===== config.mk =====
export PLATFORM = sky130hd
export DESIGN_NAME = alu_sequencer
export DESIGN_NICKNAME = d
export VERILOG_FILES = /design/src/rtl/alu_sequencer.sv
export SDC_FILE = /design/constraint.sdc
export NUM_CORES = 1
export LEC_CHECK = 0
export ABC_AREA = 1
export CAP_MARGIN = 20
export CORE_ASPECT_RATIO = 0.5
export CORE_MARGIN = 8
export CORE_UTILIZATION = 45
export CTS_BUF_LIST = sky130_fd_sc_hd__clkbuf_8
export DETAILED_ROUTE_END_ITERATION = 16
export PLACE_DENSITY = 0.69
export RECOVER_POWER = 100
export SLEW_MARGIN = 20
export SYNTH_ARGS = -nofsm -noshare
export SYNTH_HDL_FRONTEND = slang
export SYNTH_SLANG_ARGS = --single-unit

===== constraint.sdc =====
create_clock -name clk -period 1.6 [get_ports clk]
set_input_delay 0.24 -clock clk [delete_from_list [all_inputs] [get_ports clk]]
set_output_delay 0.24 -clock clk [all_outputs]
set_load 0.01 [all_outputs]

===== src/rtl/alu_sequencer.sv =====
// alu_sequencer: fetch/decode/execute/writeback controller for the 8-bit ALU.
// Owns the PC, instruction register, accumulator, the r0-r7 register file and
// the {s,p,ov,cy,z} flag register. Each instruction takes four cycles.
//
// Interface timing: there is no valid/ready handshake on either side. Program
// memory is a fixed one-cycle synchronous read: pc_addr is presented in FETCH
// and instr_word is captured in DECODE. The ALU is purely combinational: its
// inputs come from IR/acc/register file and are stable during EXEC, and its
// result and flags are sampled only on the EXEC->WB edge.
module alu_sequencer (
   input  logic        clk,
   input  logic        rst_n,
   input  logic        start,
   output logic [7:0]  pc_addr,
   input  logic [13:0] instr_word,
   output logic [5:0]  alu_instr_code,
   output logic [7:0]  alu_in_data,
   output logic [7:0]  alu_reg_file,
   input  logic [7:0]  alu_result,
   input  logic        alu_flag_z,
   input  logic        alu_flag_cy,
   input  logic        alu_flag_ov,
   input  logic        alu_flag_p,
   input  logic        alu_flag_s,
   output logic [4:0]  flags,
   output logic [7:0]  acc,
   output logic        busy,
   output logic        halted
);

   // Instruction encoding shared with the ALU and the assembler.
   localparam logic [5:0] OP_NOP  = 6'h00;
   localparam logic [5:0] OP_ADD  = 6'h01;
   localparam logic [5:0] OP_SUB  = 6'h02;
   localparam logic [5:0] OP_AND  = 6'h03;
   localparam logic [5:0] OP_OR   = 6'h04;
   localparam logic [5:0] OP_XOR  = 6'h05;
   localparam logic [5:0] OP_NOT  = 6'h06;
   localparam logic [5:0] OP_RR   = 6'h07;
   localparam logic [5:0] OP_RL   = 6'h08;
   localparam logic [5:0] OP_INC  = 6'h09;
   localparam logic [5:0] OP_DEC  = 6'h0A;
   localparam logic [5:0] OP_LDI  = 6'h10;
   localparam logic [5:0] OP_LDR  = 6'h11;
   localparam logic [5:0] OP_MOV  = 6'h12;
   localparam logic [5:0] OP_JMP  = 6'h20;
   localparam logic [5:0] OP_JZ   = 6'h21;
   localparam logic [5:0] OP_JC   = 6'h22;
   localparam logic [5:0] OP_HALT = 6'h3F;

   typedef enum logic [2:0] {
      S_IDLE   = 3'd0,
      S_FETCH  = 3'd1,
      S_DECODE = 3'd2,
      S_EXEC   = 3'd3,
      S_WB     = 3'd4,
      S_HALTED = 3'd5
   } state_t;

   state_t      state;
   logic [7:0]  pc;
   logic [13:0] ir;
   logic [7:0]  rf [0:7];
   logic        take_jump;

   logic [5:0]  opcode;
   logic [7:0]  operand;
   logic        is_alu_op;
   logic        jump_cond;

   assign opcode         = ir[13:8];
   assign operand        = ir[7:0];
   assign pc_addr        = pc;
   assign alu_instr_code = opcode;
   assign alu_in_data    = acc;
   assign alu_reg_file   = rf[ir[2:0]];

   // Decode: which opcodes commit the ALU result, and whether a jump fires.
   // Jump conditions use the flag register as it stood before this instruction.
   always_comb begin
      is_alu_op = 1'b0;
      jump_cond = 1'b0;
      case (opcode)
         OP_ADD, OP_SUB, OP_AND, OP_OR, OP_XOR,
         OP_NOT, OP_RR, OP_RL, OP_INC, OP_DEC: is_alu_op = 1'b1;
         OP_JMP:                               jump_cond = 1'b1;
         OP_JZ:                                jump_cond = flags[0];
         OP_JC:                                jump_cond = flags[1];
         default: begin
            is_alu_op = 1'b0;
            jump_cond = 1'b0;
         end
      endcase
   end

   // Sequencer FSM with all architectural state and registered status outputs.
   always_ff @(posedge clk or negedge rst_n) begin
      if (!rst_n) begin
         state     <= S_IDLE;
         pc        <= 8'h00;
         ir        <= 14'h0000;
         acc       <= 8'h00;
         flags     <= 5'b00000;
         take_jump <= 1'b0;
         busy      <= 1'b0;
         halted    <= 1'b0;
         for (int i = 0; i < 8; i++) rf[i] <= 8'h00;
      end else begin
         case (state)
            S_IDLE: begin
               if (start) begin
                  pc    <= 8'h00;
                  busy  <= 1'b1;
                  state <= S_FETCH;
               end
            end
            S_FETCH: begin
               state <= S_DECODE;
            end
            S_DECODE: begin
               ir    <= instr_word;
               state <= S_EXEC;
            end
            S_EXEC: begin
               take_jump <= jump_cond;
               if (is_alu_op) begin
                  acc <= alu_result;
                  // Carry is only architecturally updated by ADD.
                  flags <= {alu_flag_s, alu_flag_p, alu_flag_ov,
                            (opcode == OP_ADD) ? alu_flag_cy : flags[1],
                            alu_flag_z};
               end else if (opcode == OP_LDI) begin
                  acc <= operand;
               end else if (opcode == OP_LDR) begin
                  acc <= rf[operand[2:0]];
               end else if (opcode == OP_MOV) begin
                  rf[operand[2:0]] <= acc;
               end
               if (opcode == OP_HALT) begin
                  busy   <= 1'b0;
                  halted <= 1'b1;
                  state  <= S_HALTED;
               end else begin
                  state <= S_WB;
               end
            end
            S_WB: begin
               pc    <= take_jump ? operand : pc + 8'd1;
               state <= S_FETCH;
            end
            S_HALTED: begin
               if (start) begin
                  pc     <= 8'h00;
                  busy   <= 1'b1;
                  halted <= 1'b0;
                  state  <= S_FETCH;
               end
            end
            default: begin
               busy   <= 1'b0;
               halted <= 1'b0;
               state  <= S_IDLE;
            end
         endcase
      end
   end

endmodule


==> results.tsv <==
stage	metric	value	unit
pwr	peakVddDrop	796.0	uV
worst_setup_path	crit_path_end_kind	output port	
routing	dr_wl_met3	1321	um
pwr	p_comb_frac	0.517	
finish	register_area	2628	sq um
clock_network	cts-htree-levels	3	
placed_design	dpl.hpwl	10360	um
finish	layout.nets	882	
sta	hold_violations	0	
finish	drive_above_1_share	0.3287	
placed_design	routabilityCongestion	0.8608	
die	io_pins	75	
worst_setup_path	crit_top_cell	nand2_1	
yosys	synth.distinct_cells	21	
pwr	cellPowerDensity	1362	nW/um^2
finish	post-route-util	0.7036	
finish	final_common_cell	nand2_1	
job	drv_cap	0	
worst_setup_path	start_kind	flop	
run_status	run_status	complete, but fails checks	
routing	post_drt_wl_per_cell	18.03	um
yosys	async_flop_share	1.000	
worst_setup_path	cp.required	1360	ps
yosys	synthFlopType	dfrtp_1	
pwr	power_switching	0.004397	W
sta	final_max_slew_viol_count	0	
finish	area_growth	50.80	%
pwr	power.internal	0.006221	W
routing	vias	5346	
global_route	grt-ovfl-total	0	
routing	wl_met2	8731	um
pwr	p_sw_frac	0.4141	
worst_setup_path	cp.arrival	1730	ps
yosys	syn-cell-area	5170	sq um
finish	num-fill-cells	834	
finish	final_cells	1000	
placed_design	place_inst	933	
clock_network	clk_latency	370	ps
yosys	yosysSeqAreaShare	0.5082	
finish	antenna_cells	0	
die	rows	27	
routing	drt-met1-wl	7439	um
clock_network	cts_num_sinks	105	
yosys	syn_area_per_cell	7.471	sq um
worst_hold_path	hp-class	primary input to flop	
sta	fin_crit	1974	ps
yosys	synth-seq-cells	105	
pwr	seqPwrFrac	0.341	
finish	multiInputGateArea	2736	sq um
sta	rsz0062_at_grt	yes	
global_route	grt_pass1_vias	4990	
routing	antenna_left	0	
global_route	grt_max_degree	35	
routing	first_pass_iters	5	
pwr	leakage	3.899	nW
clock_network	cts_root_buffer	clkbuf_8	
routing	drc_errors	0	
die	dieHeight	91.79	um
worst_setup_path	path_cells	buf_6 -> buf_12 -> nand3_2 -> inv_2 -> nand2_1 -> nand2_1 -> nor2_2 -> nand2_1 -> buf_2	
sta	worst_slew_pin_slew	778.4	ps
routing	viasPerCell	5.346	
sta	period_share	1.234	
yosys	synthesis.instances	692	
worst_setup_path	max_stage_delay	440	ps
yosys	yosys_warnings	0	
die	die_area	15380	sq um
die	start_util	0.4666	
yosys	synth-edff-count	0	
sta	fin_worst_skew	17.87	ps
placed_design	port_buffers	74	
routing	highest_layer	met4	
global_route	grtUsageTotal	0.2076	
yosys	synth.net_count	723	
sta	fmax	506.5	MHz
global_route	antenna_found_initial	0	
routing	drt_iter0_markers	336	
run_status	violations	setup timing	
die	die_w	167.6	um
worst_setup_path	worstPathMaxFanout	6	
sta	hold-worst-slack	398.5	ps
die	core	11080	sq um
worst_setup_path	worst_path_max_delay_cell	dfrtp_1	
pwr	p_clk_frac	0.142	
clock_network	path_clk_slew	100	ps
sta	worst_slew_margin_rel	0.4811	
worst_setup_path	crit_type	flop to output port	
sta	setup_viol	82	
clock_network	tritoncts	yes	
global_route	grt_first_pass_wirelength	25790	um
clock_network	cts_made_buffers	9	
clock_network	clock_path_buffers	2	
sta	finalSetupTns	-10510	ps
finish	final_cell_mix	nand2_1, dfrtp_1, buf_4, nand2_2, clkdlybuf4s50_1	
routing	wl	18030	um
sta	setup_ws	-374.4	ps
## flip-flops by register name (all words and copies together), names as in the netlist
register	cells
rf	64
ir	14
acc	8
pc_addr	8
flags	5
state	3
busy	1
halted	1
take_jump	1
## worst max-delay path, delay by kind of cell, from the launching register on
family / cells / cell delay (ps)
buffers and inverters: 4 / 510
flip-flops: 1 / 440
AND/OR/NAND/NOR: 5 / 420
## metrics by stage
| step | power (W) | instance area (sq um) | setup slack (ps) |
|---|---|---|---|
| after floorplan | 0.005804 | 5177 | 21.22 |
| after global placement | 0.007757 | 6454 | -245.5 |
| after detailed placement | 0.007837 | 6454 | -282.1 |
| after CTS | 0.01013 | 7262 | -271.4 |
| after global routing | 0.01117 | 7796 | -419.6 |
| final | 0.01062 | 7796 | -374.4 |
## power groups by stage
stage               combinational [W]  clock (W)  sequential (W)
CTS                           0.00501    0.00154         0.00357
global placement              0.00412          0         0.00364
detailed placement            0.00419          0         0.00365
floorplan                     0.00214          0         0.00367
global route                  0.00586    0.00164         0.00367
finish                        0.00549    0.00151         0.00362
## worst paths after layout
check	endpoint	cells after the start	start	slack, ps
max in group asynchronous	rf[21]	3	rst_n	170
hold reg to reg	flags[4]	2	flags[4]	500
setup reg to reg	acc[4]	14	ir[0]	-290
setup / recovery	alu_reg_file[6]	9	ir[0]	-370
min in group asynchronous	flags[1]	2	rst_n	470
hold / removal	flags[3]	3	alu_flag_p	400
## area by class of cell
class	count	share of cell area
Timing Repair Buffer	189	0.2433
Clock buffer	11	0.01942
Sequential cell	105	0.3370
Multi-Input combinational cell	500	0.3510
Timing Repair inverter	1	0.0006420
Clock inverter	4	0.002728
Inverter	45	0.02263
Tap cell	145	0.02327
## logic make-up after synthesis
| group | share of synthesized area |
|---|---|
| AND/OR/NAND/NOR | 0.2943 |
| AO/OA/AOI/OAI | 0.1024 |
| flip-flops | 0.5082 |
| buffers and inverters | 0.07551 |
| XOR/XNOR | 0.008470 |
| multiplexers | 0.008712 |
| adder cells (fa/ha/maj) | 0.002420 |
## layer usage
metal / GRT usage / vias to the layer above
li1: - / 2494
met1: 0.2678 / 2569
met2: 0.3451 / 229
met3: 0.04917 / 54
met4: 0.06125 / 0
met5: 0 / -
## cells in the mapped netlist, types with 2 or more instances
master / count / area (sq um)
dfrtp_1: 105 / 2628
nand2_1: 289 / 1085
buf_1: 2 / 7.510
inv_1: 45 / 168.9
xor2_1: 4 / 35.03
buf_2: 9 / 45.04
mux2_2: 4 / 45.04
nor2_1: 55 / 206.5
o21ai_0: 87 / 435.4
clkbuf_1: 17 / 63.81
nand3_1: 26 / 130.1
nand4_1: 8 / 50.05
nor3_1: 3 / 15.01
buf_4: 14 / 105.1
a21oi_1: 16 / 80.08
or2_2: 3 / 18.77
## timing repair
item / in CTS / in global routing
pin swaps: 11 / 36
gates resized for setup: 178 / 156
hold buffers: 1 / 0
hold endpoints to repair: 25 / 0
gates cloned: 7 / 2
setup buffers: 31 / 17
setup endpoints to repair: 81 / 104
No activity file was read; power rests on OpenSTA's default activity.
